### src/rtl/fetch_dedup_queue_if.sv
// Fetch-to-decode queue bundle: fetch-side inputs, decode handshake, and
// frontend status (stall, occupancy, stale-replay drop count).
interface fetch_dedup_queue_if #(
    parameter int DEPTH = 4,
    parameter int AW    = $clog2(DEPTH)
);
    logic        clk_en;
    logic        flush;
    logic        in_bubble;
    logic [31:0] in_pc;
    logic [31:0] in_slot_id;
    logic [31:0] in_instr;
    logic [7:0]  in_exc;
    logic        out_valid;
    logic        out_ready;
    logic [31:0] out_pc;
    logic [31:0] out_slot_id;
    logic [31:0] out_instr;
    logic [7:0]  out_exc;
    logic        stall_out;
    logic [AW:0] count;
    logic [15:0] dup_drops;

    modport master (
        output clk_en, flush, in_bubble, in_pc, in_slot_id, in_instr, in_exc, out_ready,
        input  out_valid, out_pc, out_slot_id, out_instr, out_exc, stall_out, count, dup_drops
    );

    modport slave (
        input  clk_en, flush, in_bubble, in_pc, in_slot_id, in_instr, in_exc, out_ready,
        output out_valid, out_pc, out_slot_id, out_instr, out_exc, stall_out, count, dup_drops
    );
endinterface

### src/rtl/fetch_dedup_queue.sv
// Instruction queue between fetch and decode: drops bubbles and stale replay
// copies by wrap-safe slot id order, buffers survivors, and raises stall early.
module fetch_dedup_queue #(
    parameter int DEPTH = 4,
    parameter int AW    = $clog2(DEPTH)
) (
    input logic                clk,
    input logic                rst,
    fetch_dedup_queue_if.slave q
);
    localparam logic [AW:0] CNT_FULL  = (AW + 1)'(DEPTH);
    localparam logic [AW:0] CNT_STALL = (AW + 1)'(DEPTH - 2);

    typedef struct packed {
        logic [31:0] pc;
        logic [31:0] slot_id;
        logic [31:0] instr;
        logic [7:0]  exc;
    } entry_t;

    entry_t             mem [DEPTH];
    logic [AW-1:0]      rd_ptr;
    logic [AW-1:0]      wr_ptr;
    logic [AW:0]        count_q;
    logic               have_last;
    logic [31:0]        last_slot;
    logic [15:0]        drops_q;

    logic               head_valid;
    logic               candidate;
    logic               newer;
    logic               push;
    logic               pop;
    logic               drop;
    logic signed [31:0] slot_delta;

    // Signed difference makes the ordering survive 32-bit slot id wrap.
    assign slot_delta = q.in_slot_id - last_slot;
    assign newer      = !have_last || (slot_delta > 0);
    assign head_valid = (count_q != '0);
    assign candidate  = q.clk_en && !q.flush && !q.in_bubble;
    assign pop        = q.clk_en && !q.flush && head_valid && q.out_ready;
    assign push       = candidate && newer && ((count_q != CNT_FULL) || pop);
    assign drop       = candidate && !newer;

    always_ff @(posedge clk or posedge rst) begin
        if (rst) begin
            rd_ptr    <= '0;
            wr_ptr    <= '0;
            count_q   <= '0;
            have_last <= 1'b0;
            last_slot <= '0;
            drops_q   <= '0;
            for (int i = 0; i < DEPTH; i++) begin
                mem[i] <= '0;
            end
        end else if (q.clk_en) begin
            if (q.flush) begin
                rd_ptr    <= '0;
                wr_ptr    <= '0;
                count_q   <= '0;
                have_last <= 1'b0;
            end else begin
                if (push) begin
                    mem[wr_ptr] <= {q.in_pc, q.in_slot_id, q.in_instr, q.in_exc};
                    wr_ptr      <= wr_ptr + AW'(1);
                    last_slot   <= q.in_slot_id;
                    have_last   <= 1'b1;
                end
                if (pop) begin
                    rd_ptr <= rd_ptr + AW'(1);
                end
                if (push && !pop) begin
                    count_q <= count_q + (AW + 1)'(1);
                end else if (pop && !push) begin
                    count_q <= count_q - (AW + 1)'(1);
                end
                // A full-queue refusal is not a drop: replay will bring it back.
                if (drop && (drops_q != 16'hFFFF)) begin
                    drops_q <= drops_q + 16'd1;
                end
            end
        end
    end

    assign q.out_valid   = head_valid;
    assign q.out_pc      = mem[rd_ptr].pc;
    assign q.out_slot_id = mem[rd_ptr].slot_id;
    assign q.out_instr   = mem[rd_ptr].instr;
    assign q.out_exc     = mem[rd_ptr].exc;
    assign q.stall_out   = (count_q >= CNT_STALL);
    assign q.count       = count_q;
    assign q.dup_drops   = drops_q;
endmodule

### src/flat_wrapper.sv
// flat-port wrapper written by rule: the top's interface ports become plain ports
module fetch_dedup_queue_flat 
#(
    parameter int DEPTH = 4,
    parameter int AW    = $clog2(DEPTH)
)
  (clk, rst, q_clk_en, q_flush, q_in_bubble, q_in_pc, q_in_slot_id, q_in_instr, q_in_exc, q_out_ready, q_out_valid, q_out_pc, q_out_slot_id, q_out_instr, q_out_exc, q_stall_out, q_count, q_dup_drops);
  fetch_dedup_queue_if #(.DEPTH(DEPTH), .AW(AW)) q_i ();
  input logic clk;
  input logic rst;
  input wire logic [$bits(q_i.clk_en)-1:0] q_clk_en;
  input wire logic [$bits(q_i.flush)-1:0] q_flush;
  input wire logic [$bits(q_i.in_bubble)-1:0] q_in_bubble;
  input wire logic [$bits(q_i.in_pc)-1:0] q_in_pc;
  input wire logic [$bits(q_i.in_slot_id)-1:0] q_in_slot_id;
  input wire logic [$bits(q_i.in_instr)-1:0] q_in_instr;
  input wire logic [$bits(q_i.in_exc)-1:0] q_in_exc;
  input wire logic [$bits(q_i.out_ready)-1:0] q_out_ready;
  output wire logic [$bits(q_i.out_valid)-1:0] q_out_valid;
  output wire logic [$bits(q_i.out_pc)-1:0] q_out_pc;
  output wire logic [$bits(q_i.out_slot_id)-1:0] q_out_slot_id;
  output wire logic [$bits(q_i.out_instr)-1:0] q_out_instr;
  output wire logic [$bits(q_i.out_exc)-1:0] q_out_exc;
  output wire logic [$bits(q_i.stall_out)-1:0] q_stall_out;
  output wire logic [$bits(q_i.count)-1:0] q_count;
  output wire logic [$bits(q_i.dup_drops)-1:0] q_dup_drops;
  assign q_i.clk_en = q_clk_en;
  assign q_i.flush = q_flush;
  assign q_i.in_bubble = q_in_bubble;
  assign q_i.in_pc = q_in_pc;
  assign q_i.in_slot_id = q_in_slot_id;
  assign q_i.in_instr = q_in_instr;
  assign q_i.in_exc = q_in_exc;
  assign q_i.out_ready = q_out_ready;
  assign q_out_valid = q_i.out_valid;
  assign q_out_pc = q_i.out_pc;
  assign q_out_slot_id = q_i.out_slot_id;
  assign q_out_instr = q_i.out_instr;
  assign q_out_exc = q_i.out_exc;
  assign q_stall_out = q_i.stall_out;
  assign q_count = q_i.count;
  assign q_dup_drops = q_i.dup_drops;
  fetch_dedup_queue #(.DEPTH(DEPTH), .AW(AW)) u_core (.clk(clk), .rst(rst), .q(q_i));
endmodule
### config.mk
export PLATFORM = sky130hd
export DESIGN_NAME = fetch_dedup_queue_flat
export DESIGN_NICKNAME = d
export VERILOG_FILES = /design/src/rtl/fetch_dedup_queue_if.sv /design/src/rtl/fetch_dedup_queue.sv /design/src/flat_wrapper.sv
export SDC_FILE = /design/constraint.sdc
export NUM_CORES = 1
export LEC_CHECK = 0
export BUFFER_PORTS_ARGS = -buffer_cell sky130_fd_sc_hd__buf_2
export CAP_MARGIN = 20
export CELL_PAD_IN_SITES_DETAIL_PLACEMENT = 2
export CELL_PAD_IN_SITES_GLOBAL_PLACEMENT = 2
export CORE_UTILIZATION = 40
export CTS_BUF_LIST = sky130_fd_sc_hd__clkbuf_4 sky130_fd_sc_hd__clkbuf_8
export DETAILED_ROUTE_END_ITERATION = 10
export GPL_ROUTABILITY_DRIVEN = 0
export PLACE_DENSITY_LB_ADDON = 0.05
export SLEW_MARGIN = 0
export SYNTH_ARGS = -nofsm -noshare
export SYNTH_HDL_FRONTEND = slang
export SYNTH_SLANG_ARGS = --single-unit
### constraint.sdc
create_clock -name clk -period 20.9 [get_ports clk]
set_input_delay 2.09 -clock clk [delete_from_list [all_inputs] [get_ports clk]]
set_output_delay 2.09 -clock clk [all_outputs]
set_load 0.1 [all_outputs]
==> Word-level counts from Yosys, hierarchy flattened <==
Cells that the tools add are included.
{ "totals": {"reg_bits": 472, "in_bits": 110, "output_inout_bits": 125, "word_cells": 81} }
{ "op_classes": {"add_sub_neg": 6, "order_cmp": 5, "n_eq_ne": 2, "mux": 15, "bitwise": 3, "reduce_logical": 28} }
{ "op_table": {"columns": ["op", "count"], "rows": [
  ["bitwise mux 416 bit", 1],
  ["2-to-1 mux 104 bit", 3],
  ["binary-select mux 104 bit (select 2 bit)", 1],
  ["demux 104 bit (select 2 bit)", 1],
  ["greater-than comparator 32 x 1 -> 1 bit (second input constant)", 1],
  ["subtractor 32 bit", 1],
  ["adder 16 x 1 -> 16 bit (second input constant)", 1],
  ["inequality test 16 bit (second input constant)", 1],
  ["logical AND 1 bit", 11],
  ["2-to-1 mux 3 bit", 3],
  ["2-to-1 mux 2 bit", 4],
  [">= comparator 3 bit (second input constant)", 2],
  ["logical NOT 1 bit", 6],
  ["inverter 2 -> 3 bit", 2],
  ["AND reduction 2 bit", 3],
  ["AND reduction 3 bit", 2],
  ["nonzero test 3 bit", 2],
  ["adder 2 x 1 -> 2 bit (second input constant)", 2],
  ["nonzero test 2 bit", 2],
  ["adder 3 x 1 -> 3 bit (second input constant)", 1],
  [">= comparator 3 x 2 -> 1 bit (second input constant)", 1],
  ["less-than comparator 3 x 1 -> 1 bit (second input constant)", 1],
  ["inequality test 3 bit (second input constant)", 1],
  ["subtractor 3 x 1 -> 3 bit (second input constant)", 1],
  ["other kinds (3)", 5]
]} }

==> Depth between registers and ports, before layout <==
Gate-level depths: netlist of the first run.
{ "depth": {"ltp_word": 11, "depth_mapped": 17, "depth_no_buf": 17} }

==> Worst setup path before layout of the first run <==
OpenSTA, ideal clock, no wires.
{ "synth_timing": {"kind": "input to register", "from": "input port q_in_slot_id[0]", "to": "register u_core.count_q[1], in the netlist u_core.q.count[1]", "setup_ns": 0.126, "t_arrival_ns": 5.924, "required_time_ns": 20.774, "path_slack_ns": 14.850, "path_stages": 15, "n_path_buf": 0, "cell_sequence": "inv_1 -> ha_1 -> fa_1 -> and2b_1 -> o2111ai_2 -> a32oi_1 -> o211ai_1 -> or4_1 -> or4_4 -> nor4_4 -> nand4_2 -> and3_1 -> fa_1 -> o22ai_1 -> a221o_1"} }
{ "synth_between": {"elab_chain_cells": 9, "word_cells_on_any_way": 12, "cone_classes": "add/sub: 1; order compare: 1; mux: 2; reduce/logical: 8"} }
{ "synth_rtl": {"columns": ["item", "line", "source"], "rows": [
  ["start: declaration", "flat_wrapper.sv:15", "input wire logic [$bits(q_i.in_slot_id)-1:0] q_in_slot_id;"],
  ["subtractor 32 bit (*)", "fetch_dedup_queue.sv:38", "assign slot_delta = q.in_slot_id - last_slot;"],
  ["greater-than comparator 32 x 1 -> 1 bit (*)", "fetch_dedup_queue.sv:39", "assign newer = !have_last || (slot_delta > 0);"],
  ["logical OR 1 bit (*)", "fetch_dedup_queue.sv:39", null],
  ["logical AND 1 bit (*) (2 in a row)", "fetch_dedup_queue.sv:43", "assign push = candidate && newer && ((count_q != CNT_FULL) || pop);"],
  ["logical NOT 1 bit", "fetch_dedup_queue.sv:75", "end else if (pop && !push) begin"],
  ["logical AND 1 bit", "fetch_dedup_queue.sv:75", null],
  ["nonzero test 3 bit (no line)", null, null],
  ["AND reduction 2 bit (no line)", null, null],
  ["end signal: assignment", "fetch_dedup_queue.sv:74", "count_q <= count_q + (AW + 1)'(1);"],
  ["end signal: assignment", "fetch_dedup_queue.sv:76", "count_q <= count_q - (AW + 1)'(1);"],
  ["end: declaration", "fetch_dedup_queue.sv:24", "logic [AW:0] count_q;"]
]} }
Mark *: on every way between the ends. The rest lies on a longest branch, timed or not.
A chain may end at the register's enable or synchronous reset.

==> Worst setup path after layout of the first run <==
{ "layout_timing": {"from": "input port q_in_slot_id[0]", "to": "register u_core.mem[124] (netlist bit)"} }
{ "layout_between": {"elab_chain_cells": 6} }
{ "layout_rtl": {"columns": ["item", "line", "source"], "rows": [
  ["subtractor 32 bit", "fetch_dedup_queue.sv:38", null],
  ["greater-than comparator 32 x 1 -> 1 bit", "fetch_dedup_queue.sv:39", null],
  ["logical OR 1 bit", "fetch_dedup_queue.sv:39", null],
  ["logical AND 1 bit (2 in a row)", "fetch_dedup_queue.sv:43", null],
  ["AND reduction 3 bit (no line)", null, null],
  ["end signal: indexed assignment", "fetch_dedup_queue.sv:65", "mem[wr_ptr] <= {q.in_pc, q.in_slot_id, q.in_instr, q.in_exc};"],
  ["end: declaration", "fetch_dedup_queue.sv:21", "entry_t mem [DEPTH];"]
]} }
Every way passes these cells.

==> impl_results.md, run 1 <==
- Status: completed
- Tot GR Track Use: between 20% and 30%
- Yosys top cell by area: dfrtp_1
- H-tree levels: 3
- Die area: just over 0.06 mm2
- Setup CP Type: in2reg
- Top Ports: approximately 240
- Area contributors post-synth: dfrtp_1 (49%), mux2_4 (15%), mux4_2 (9.8%)
- Hold crit path type: reg2reg
- Cts bufs inserted: between 80 and 90
- Clk_skew: 0.03960 ns
- Final core utilization: between 40% and 50%
- Post-DP HPWL: roughly 40 mm
- WP data required: ~21 ns
- Routed len/inst: roughly 23 um
- MaxCap Viol Count: 0
- Post-synth top area share: 49.43%
- Core box area: 0.05902 mm2
- Port Buffers: ~230
- Register area share after synthesis: about half
- Syn avg cell area: around 15 um2
- 1st-iter DRT viols: 520
- CTS-repair resized insts: 0
- Total global routing overflow: 0
- Register bit total from synthesis: between 400 and 500
- Asr flop ratio synth: 100.0%
- Post-CTS Setup Bufs: 0
- Share of layout cells above drive strength 1: between 50 and 60%
- Final setup violation count: 0
- Worst slew pin tran: between 1 and 1.5 ns
- Ys Warns: 0
- # hold bufs at CTS: 0
- Commonest non-fill, non-tap cell in the layout: dfrtp_1
- CTS Buffer Depth: 3
- Cell at the root of the clock tree: clkbuf_8
- Post-route antenna net violation count: 0
- Pin count of the biggest net entering global routing: about 160
- Synthesized instance count: roughly 1600
- Clk Latency, worst-skew pair: between 0.6 and 0.7 ns
- TritonCTS clock tree: yes
- First-pass GRT wire length: between 90 and 100 mm
- Fin. Hold Viols: 0
- Crit path time final: ~7.3 ns
- Crit share post-route: 34.70%
- Setup TNS: 0 ns
- Via count: 14454
- Via/cell ratio: ~5.4
- Final setup margin: 13.65 ns
- Antenna violations before repair: 5
- Chip Width: around 250 um
- Critical path data arrival time: slightly below 8 ns
- CTS clock-pin slew for the worst setup and hold paths: 0.05 ns
- DP Worst Slack: roughly 13 ns
- Fin. max-slew vios: 0
- Initial core utilization: 40.49%
- Critical Path Sink Type: flip-flop
- DRT Pass-1 Iters: 6
- Fillers: between 5000 and 6000
- CTS sink count: 472
- Slew HR: around a quarter
- Commonest cells after routing, fill and taps aside: dfrtp_1 (470), mux2_4 (240), buf_2 (234)
- Unique masters post-synth: between 70 and 80
- Critical-path maximum fanout: 73
- RSZ-0062 raised after global routing: no
- Hold WS: approximately 0.48 ns
- Syn Std Cell Area: 0.02390 mm2
- Syn nets: around 1700
- # rows: ~90
- EDFF count, synth: 0
- Routed WL: a little over 60 mm
- Area grow syn2layout: 13.62%
- DRC viols: 0
- Ys flop type: dfrtp_1
- Critical Path Start Type: primary input
- Vias in the first global route: 16392
- Max Freq: 0.1379 GHz
- Final nets: between 1500 and 2000
- DIE HEIGHT: ~250 um
per-layer routing:
layer	track usage, %	vias up	wire (um)
li1	-	6380	-
met1	27.39	7747	27450
met2	35.15	219	31270
met3	3.638	106	2033
met4	6.808	2	1436
met5	0	-	13
state kept, by name (all words and copies together), names as in the netlist:
signal,flops
u_core.q.dup_drops,16
u_core.wr_ptr,2
u_core.q.count,3
u_core.have_last,1
u_core.mem,416
u_core.last_slot,32
u_core.rd_ptr,2
critical path, cell delays in order:
cell and delay, ns:
buf_2 0.13, inv_1 0.06, ha_1 0.21, fa_1 0.40, and2b_1 0.28, o2111ai_2 0.20, a21boi_0 0.52, o221ai_1 0.18
a2111oi_0 0.43, o2111ai_1 0.26, nor4_4 0.34, nand4_2 0.23, and2_4 0.46, nand2_8 0.56, buf_4 0.93, mux2_2 0.41
worst paths after layout:
kind	from	to	slack [ns]	cells past startpoint
min	u_core.q.dup_drops[13]$_DFFE_PP0P_	u_core.q.dup_drops[13]$_DFFE_PP0P_	0.48	1
min in group asynchronous	rst	u_core.mem[107]$_DFFE_PP0P_	1.52	2
max reg2reg	u_core.last_slot[0]$_DFFE_PP0P_	u_core.mem[124]$_DFFE_PP0P_	14.91	14
max in group asynchronous	rst	u_core.mem[176]$_DFFE_PP0P_	17.13	4
min reg2reg	u_core.q.dup_drops[13]$_DFFE_PP0P_	u_core.q.dup_drops[13]$_DFFE_PP0P_	0.48	1
max	q_in_slot_id[0]	u_core.mem[124]$_DFFE_PP0P_	13.65	16
cell usage after synthesis, drive strengths merged (5+ instances only):
cell type  number
xor2            5
clkbuf         25
buf            69
dfrtp         472
o211ai         12
and4            7
ha             36
a21o           13
a21oi          39
nand4          17
mux4          104
nor4            5
o22ai           5
nand2b          7
nand3          15
mux2          420
and2            5
nand2          77
nor3           10
xnor2          16
nor2           31
or2             6
a211oi          6
or3             5
o21ai          55
nor2b           5
inv            45
stage by stage:
stage,instance area [um2],instances
after floorplan,23900,1587
after global placement,25250,2511
after detailed placement,25270,2512
after CTS,27110,2664
after global routing,27150,2669
final,27150,2670
area by class of cell:
cell class | instances | area, um2 | area share [%]
Antenna cell | 5 | 12.51 | 0.04608
Clock buffer | 140 | 1752 | 6.451
Clock inverter | 12 | 86.33 | 0.3180
Inverter | 45 | 176.4 | 0.6497
Multi-Input combinational cell | 976 | 11020 | 40.58
Sequential cell | 472 | 11820 | 43.53
Tap cell | 773 | 967.2 | 3.562
Timing Repair Buffer | 247 | 1321 | 4.866
kinds of logic (layout without fill, tap and decap cells):
logic type	after synthesis	after routing	share of synthesized area, %
buf+inv	139	444	4.466
other cells	0	5	0
compound gates	181	181	4.948
flops	472	472	49.43
mux	528	528	33.53
fa+ha+maj	38	38	2.052
xor+xnor	21	21	0.7696
simple gates	208	208	4.807
Power of run 1 is left out: the tool's default activity adds up to more than one toggle a clock period on the data nets, which glitch-free logic cannot reach.
==> inputs of run 2 (changes only) <==
clock period = 6.1 ns   (was 20.9 ns; I/O delays follow)
==> run 2 against run 1 <==
Register-to-register slack worse by 14 ns. Routed wire length increased by 0.30%. First-iteration DRC count grew 10%. Die area unchanged. Final cell count grew 0.75%. Via count hardly changed. Largest cell class unchanged. Highest routed layer unchanged.
==> impl_results.md, run 2 (synthesis results as in run 1) <==
- Initial core utilization: 40.49% (unchanged)
- Clk Latency, worst-skew pair: 0.67 ns (-0.02 ns)
- Fin. Hold Viols: 0 (unchanged)
- H-tree levels: 3 (unchanged)
- Reg with most FFs: u_core.mem
- DRC viols: 0 (unchanged)
- Area grow syn2layout: 14.90%
- CTS sink count: 472 (unchanged)
- Status: completed
- Tot GR Track Use: 20.98% (+0.032 points)
- Final nets: 1996 (+0.96%)
- WP data required: 6.63 ns (-14.82 ns)
- Pin count of the biggest net entering global routing: 118 (-28%)
- Crit path time final: around 5.0 ns
- Commonest cells after routing, fill and taps aside: dfrtp_1 (470), mux2_4 (240), buf_2 (234)
- Setup CP Type: reg2reg
- TritonCTS clock tree: yes
- Slew HR: 33.90% (+7.2 points)
- Total global routing overflow: 0 (unchanged)
- Share of layout cells above drive strength 1: 50.73% (+0.57 points)
- MaxCap Viol Count: 0 (unchanged)
- Commonest non-fill, non-tap cell in the layout: dfrtp_1
- Reg2reg start: u_core.last_slot[4]$_DFFE_PP0P_
- Finished Layout Cells: 2690 (+0.75%)
- Fin. max-slew vios: 0 (unchanged)
- # hold bufs at CTS: 0 (unchanged)
- DRT Pass-1 Iters: 4 (-2)
- Top Ports: 235 (unchanged)
- Worst slew pin tran: 0.9915 ns (-0.1080 ns)
- Crit share post-route: around 80%
- Chip Width: 246.4 um (unchanged)
- Fillers: 5659 (+0.071%)
- Critical path data arrival time: 5.51 ns (-2.29 ns)
- Post-CTS Setup Bufs: 0 (unchanged)
- Post-route antenna net violation count: 0 (unchanged)
- CTS clock-pin slew for the worst setup and hold paths: 0.06 ns (about the same)
- Hold crit path type: in2async
- Cts bufs inserted: 87 (unchanged)
- Via count: 14468 (+0.097%)
- RSZ-0062 raised after global routing: no
- Final setup violation count: 0 (unchanged)
- Critical-path maximum fanout: 34 (-53%)
- Die area: 0.06072 mm2 (unchanged)
- Cell at the root of the clock tree: clkbuf_8
- 1st-iter DRT viols: 572 (+10%)
- CTS Buffer Depth: 3 (unchanged)
- Clk_skew: 0.04319 ns (+0.003587 ns)
- Critical Path Start Type: flip-flop
- CP max-delay cell: a21boi_0
- Routed WL: 62.39 mm (+0.30%)
- Critical Path Source: u_core.last_slot[4]$_DFFE_PP0P_
- CP top delay family: compound AO/OA/AOI/OAI gates
- CTS-repair resized insts: 0 (unchanged)
- Port Buffers: 234 (unchanged)
- First-pass GRT wire length: 98.96 mm (+0.64%)
- Worst path cell trace: inv_1, ha_1, o211ai_1, a21oi_1, o21ai_0, a21boi_0, nor4_2, o31ai_1, nor2_1, nor3_2, and2_4, nand2_8, buf_12, mux2_4
- Vias in the first global route: 16487 (+0.58%)
- Worst path max stage delay: 0.68 ns (-0.25 ns)
- Critical Path Sink Type: flip-flop
- Antenna violations before repair: 5 (unchanged)
- Routed len/inst: 23.19 um (-0.45%)
- Via/cell ratio: 5.378 (-0.65%)
- DIE HEIGHT: 246.4 um (unchanged)
- Buf+Inv Stages, Crit Path: 2 (-1)
- Post-DP HPWL: 41.80 mm (+4.6%)
- # rows: 89 (unchanged)
- Dpl cells: 2532 (+0.80%)
- Max Freq: between 0.2 and 0.25 GHz
- Core box area: 0.05902 mm2 (unchanged)
- Largest register FFs: 416 (unchanged)
==> run 2: per-layer routing <==
metal  global-route usage (%)  up-vias  routed length, um
met4                    6.009        2               1440
met3                    4.161       93               2295
met5                        0        -                  7
met1                    27.96     7724              28150
met2                    34.56      233              30490
li1                         -     6416                  -
==> run 2: tightest hold or removal path, cell delays in order <==
cell,delay (ns)
buf_2,0.11
clkinvlp_4,0.10
buf_12,0.38
==> run 2: cell type report <==
class / count / area (um2) / share of cell area (%)
Sequential cell: 472 / 11820 / 43.04
Multi-Input combinational cell: 976 / 11020 / 40.13
Clock buffer: 142 / 1760 / 6.411
Timing Repair Buffer: 266 / 1574 / 5.733
Tap cell: 773 / 967.2 / 3.522
Inverter: 45 / 172.7 / 0.6288
Clock inverter: 13 / 138.9 / 0.5058
Antenna cell: 3 / 7.507 / 0.02734
==> run 2: path summary, 6_finish.rpt <==
check,to,slack (ns),cells after the start
worst max-delay path,u_core.mem[49]$_DFFE_PP0P_,1.11,14
worst min-delay path,u_core.mem[407]$_DFFE_PP0P_,0.09,3
worst max register to register,u_core.mem[49]$_DFFE_PP0P_,1.11,14
worst min register to register,u_core.q.dup_drops[10]$_DFFE_PP0P_,0.49,1
max in group asynchronous,u_core.mem[255]$_DFFE_PP0P_,4.59,4
min in group clk,u_core.mem[10]$_DFFE_PP0P_,0.22,2
==> run 2: metrics by stage <==
stage	hold WS [ns]	util (%)	setup WS, ns	setup TNS (ns)	area [um2]
finish	0.09167	46.52	1.114	0	27460
global route	0.08787	46.52	0.6748	0	27460
CTS	0.08952	46.51	1.068	0	27450
detailed placement	0.4819	43.29	0.6151	0	25550
global placement	0.4745	43.29	0.7240	0	25550
floorplan	0.4738	-	-0.9028	-426.14	23900
Power of run 2 is left out for the same reason.
==> inputs of run 3 (changes only) <==
clock period = 5 ns   (was 6.1 ns; I/O delays follow)
==> run 3 against run 2 <==
Final cell count increased by 0.97%. Hold slack improved by 0.017 ns. Critical path type unchanged. Critical path depth increased by 1. Core utilization increased by 0.54 points. Largest cell class unchanged. Register-to-register slack got worse by 0.71 ns. Via count increased by 1.3%.
==> impl_results.md, run 3 (synthesis results as in run 1) <==
- RSZ-0062 raised after global routing: no
- Clk_skew: 0.03494 ns (-0.008251 ns)
- CTS sink count: 472 (unchanged)
- Tot GR Track Use: 21.20% (+0.22 points)
- Port Buffers: 234 (unchanged)
- Via/cell ratio: 5.398 (+0.36%)
- CTS clock-pin slew for the worst setup and hold paths: 0.06 ns (about the same)
- Worst reg-to-reg path cell count: 15 (+1)
- Share of layout cells above drive strength 1: 51.34% (+0.61 points)
- Slew HR: 43.54% (+9.6 points)
- DRT Pass-1 Iters: 4 (unchanged)
- Die area: 0.06072 mm2 (unchanged)
- # rows: 89 (unchanged)
- WP data required: 5.54 ns (-1.09 ns)
- Final core utilization: 47.06% (+0.54 points)
- Crit share post-route: 91.85% (+10 points)
- DIE HEIGHT: 246.4 um (unchanged)
- MaxCap Viol Count: 0 (unchanged)
- Critical Path Start Type: flip-flop
- Reg2Reg Setup Slack: 0.41 ns (-0.71 ns)
- H-tree levels: 3 (unchanged)
- Area grow syn2layout: 16.23%
- Status: completed
- DRC viols: 0 (unchanged)
- Reg2reg start: u_core.last_slot[0]$_DFFE_PP0P_
- Pin count of the biggest net entering global routing: 109 (-7.6%)
- Cts bufs inserted: 86 (-1.1%)
- Cell at the root of the clock tree: clkbuf_8
- Post-CTS Setup Bufs: 0 (unchanged)
- Fin. max-slew vios: 0 (unchanged)
- Routed WL: 63.20 mm (+1.3%)
- Commonest non-fill, non-tap cell in the layout: dfrtp_1
- Clk Latency, worst-skew pair: 0.67 ns (about the same)
- CTS-repair resized insts: 0 (unchanged)
- Hold crit path type: in2reg
- Final setup violation count: 0 (unchanged)
- Vias in the first global route: 16941 (+2.8%)
- Initial core utilization: 40.49% (unchanged)
- Final nets: 2028 (+1.6%)
- Top Ports: 235 (unchanged)
- FF-to-FF End: u_core.q.count[2]$_DFFE_PP0P_
- Max Freq: 0.2178 GHz (+8.6%)
- TritonCTS clock tree: yes
- Post-DP HPWL: 43.19 mm (+3.3%)
- Setup CP Type: reg2reg
- Critical Path Sink Type: flip-flop
- Fin. Hold Viols: 0 (unchanged)
- Chip Width: 246.4 um (unchanged)
- Reg with most FFs: u_core.mem
- Total global routing overflow: 0 (unchanged)
- Min-Delay Endpoint: u_core.mem[319]$_DFFE_PP0P_
- Setup TNS: 0 ns (unchanged)
- Post-route antenna net violation count: 0 (unchanged)
- Hold Path Depth: 2
- Critical path data arrival time: 5.13 ns (-0.38 ns)
- CTS Buffer Depth: 3 (unchanged)
- Core box area: 0.05902 mm2 (unchanged)
- First-pass GRT wire length: 99.84 mm (+0.89%)
- Crit path time final: 4.592 ns (-0.3935 ns)
- Via count: 14661 (+1.3%)
- 1st-iter DRT viols: 467 (-18%)
- Hold Path Origin: q_in_exc[7]
- Largest register FFs: 416 (unchanged)
- Commonest cells after routing, fill and taps aside: dfrtp_1 (470), mux2_4 (240), buf_2 (234)
- Critical-path maximum fanout: 5 (-85%)
- Antenna violations before repair: 5 (unchanged)
- Routed len/inst: 23.27 um (+0.34%)
- Worst slew pin tran: 0.8469 ns (-0.1446 ns)
[run 3: cell count changes in the layout (fill, tap and decap cells not counted)]
| cell | before | now |
|---|---|---|
| clkbuf_8 | 111 | 109 |
| clkinv_2 | 6 | 5 |
| inv_6 | 2 | 1 |
| dlygate4sd3_1 | 0 | 1 |
| buf_12 | 13 | 25 |
| bufinv_16 | 2 | 1 |
| buf_4 | 19 | 39 |
| inv_8 | 0 | 1 |
| clkbuf_4 | 31 | 28 |
[run 3: worst max path at each step]
stage,start,end,cells past startpoint
3_5_place_dp,q_in_slot_id[0],u_core.mem[330]$_DFFE_PP0P_,16
6_report,u_core.last_slot[0]$_DFFE_PP0P_,u_core.q.count[2]$_DFFE_PP0P_,15
3_3_place_gp,q_in_slot_id[18],u_core.mem[333]$_DFFE_PP0P_,15
4_1_cts,u_core.last_slot[0]$_DFFE_PP0P_,u_core.q.count[2]$_DFFE_PP0P_,15
5_1_grt,u_core.last_slot[0]$_DFFE_PP0P_,u_core.q.count[2]$_DFFE_PP0P_,16
2_1_floorplan,rst,u_core.have_last$_DFFE_PP0P_,1
[run 3: through the flow]
step	hold slack [ns]	setup WS, ns	instance area [um2]	instances
global route	0.05892	0.1302	27780	2716
global placement	0.4714	0.1728	25940	2564
finish	0.1090	0.4077	27780	2716
floorplan	0.4738	-1.893	23900	1587
detailed placement	0.4835	0.02550	25940	2564
CTS	0.03523	0.2629	27770	2713
[run 3: timing repair]
item | 4_1_cts | 5_1_grt
hold endpoints to repair | 19 | 0
hold buffers | 1 | 0
setup endpoints to repair | 0 | 0
[run 3: final cells by class]
class,instances,area (um2)
clock buffer,137,1710
antenna,3,7.507
timing repair buffer,299,1974
sequential,472,11820
multi-input combinational,976,11020
inverter,45,172.7
tap,773,967.2
clock inverter,11,106.4
fill,5660,31240
[run 3: layer usage]
layer	GRT usage (%)	up-vias	wire, um
met5	0	-	27
met4	5.628	4	1269
met3	3.562	93	1743
met2	37.12	225	32620
met1	26.98	7860	27540
li1	-	6479	-
[run 3: critical path, cell delays in order, from the launching register on]
cell      delay [ns]
dfrtp_1         0.38
ha_1            0.20
fa_1            0.41
xor2_1          0.19
nand3_1         0.19
a311oi_2        0.29
nand4b_1        0.16
or4_1           0.51
or4_4           0.54
nor4_4          0.25
nand4_2         0.15
and3_1          0.21
fa_1            0.45
nor3_1          0.26
a21oi_1         0.12
o211a_1         0.16
Power of run 3 is left out for the same reason.
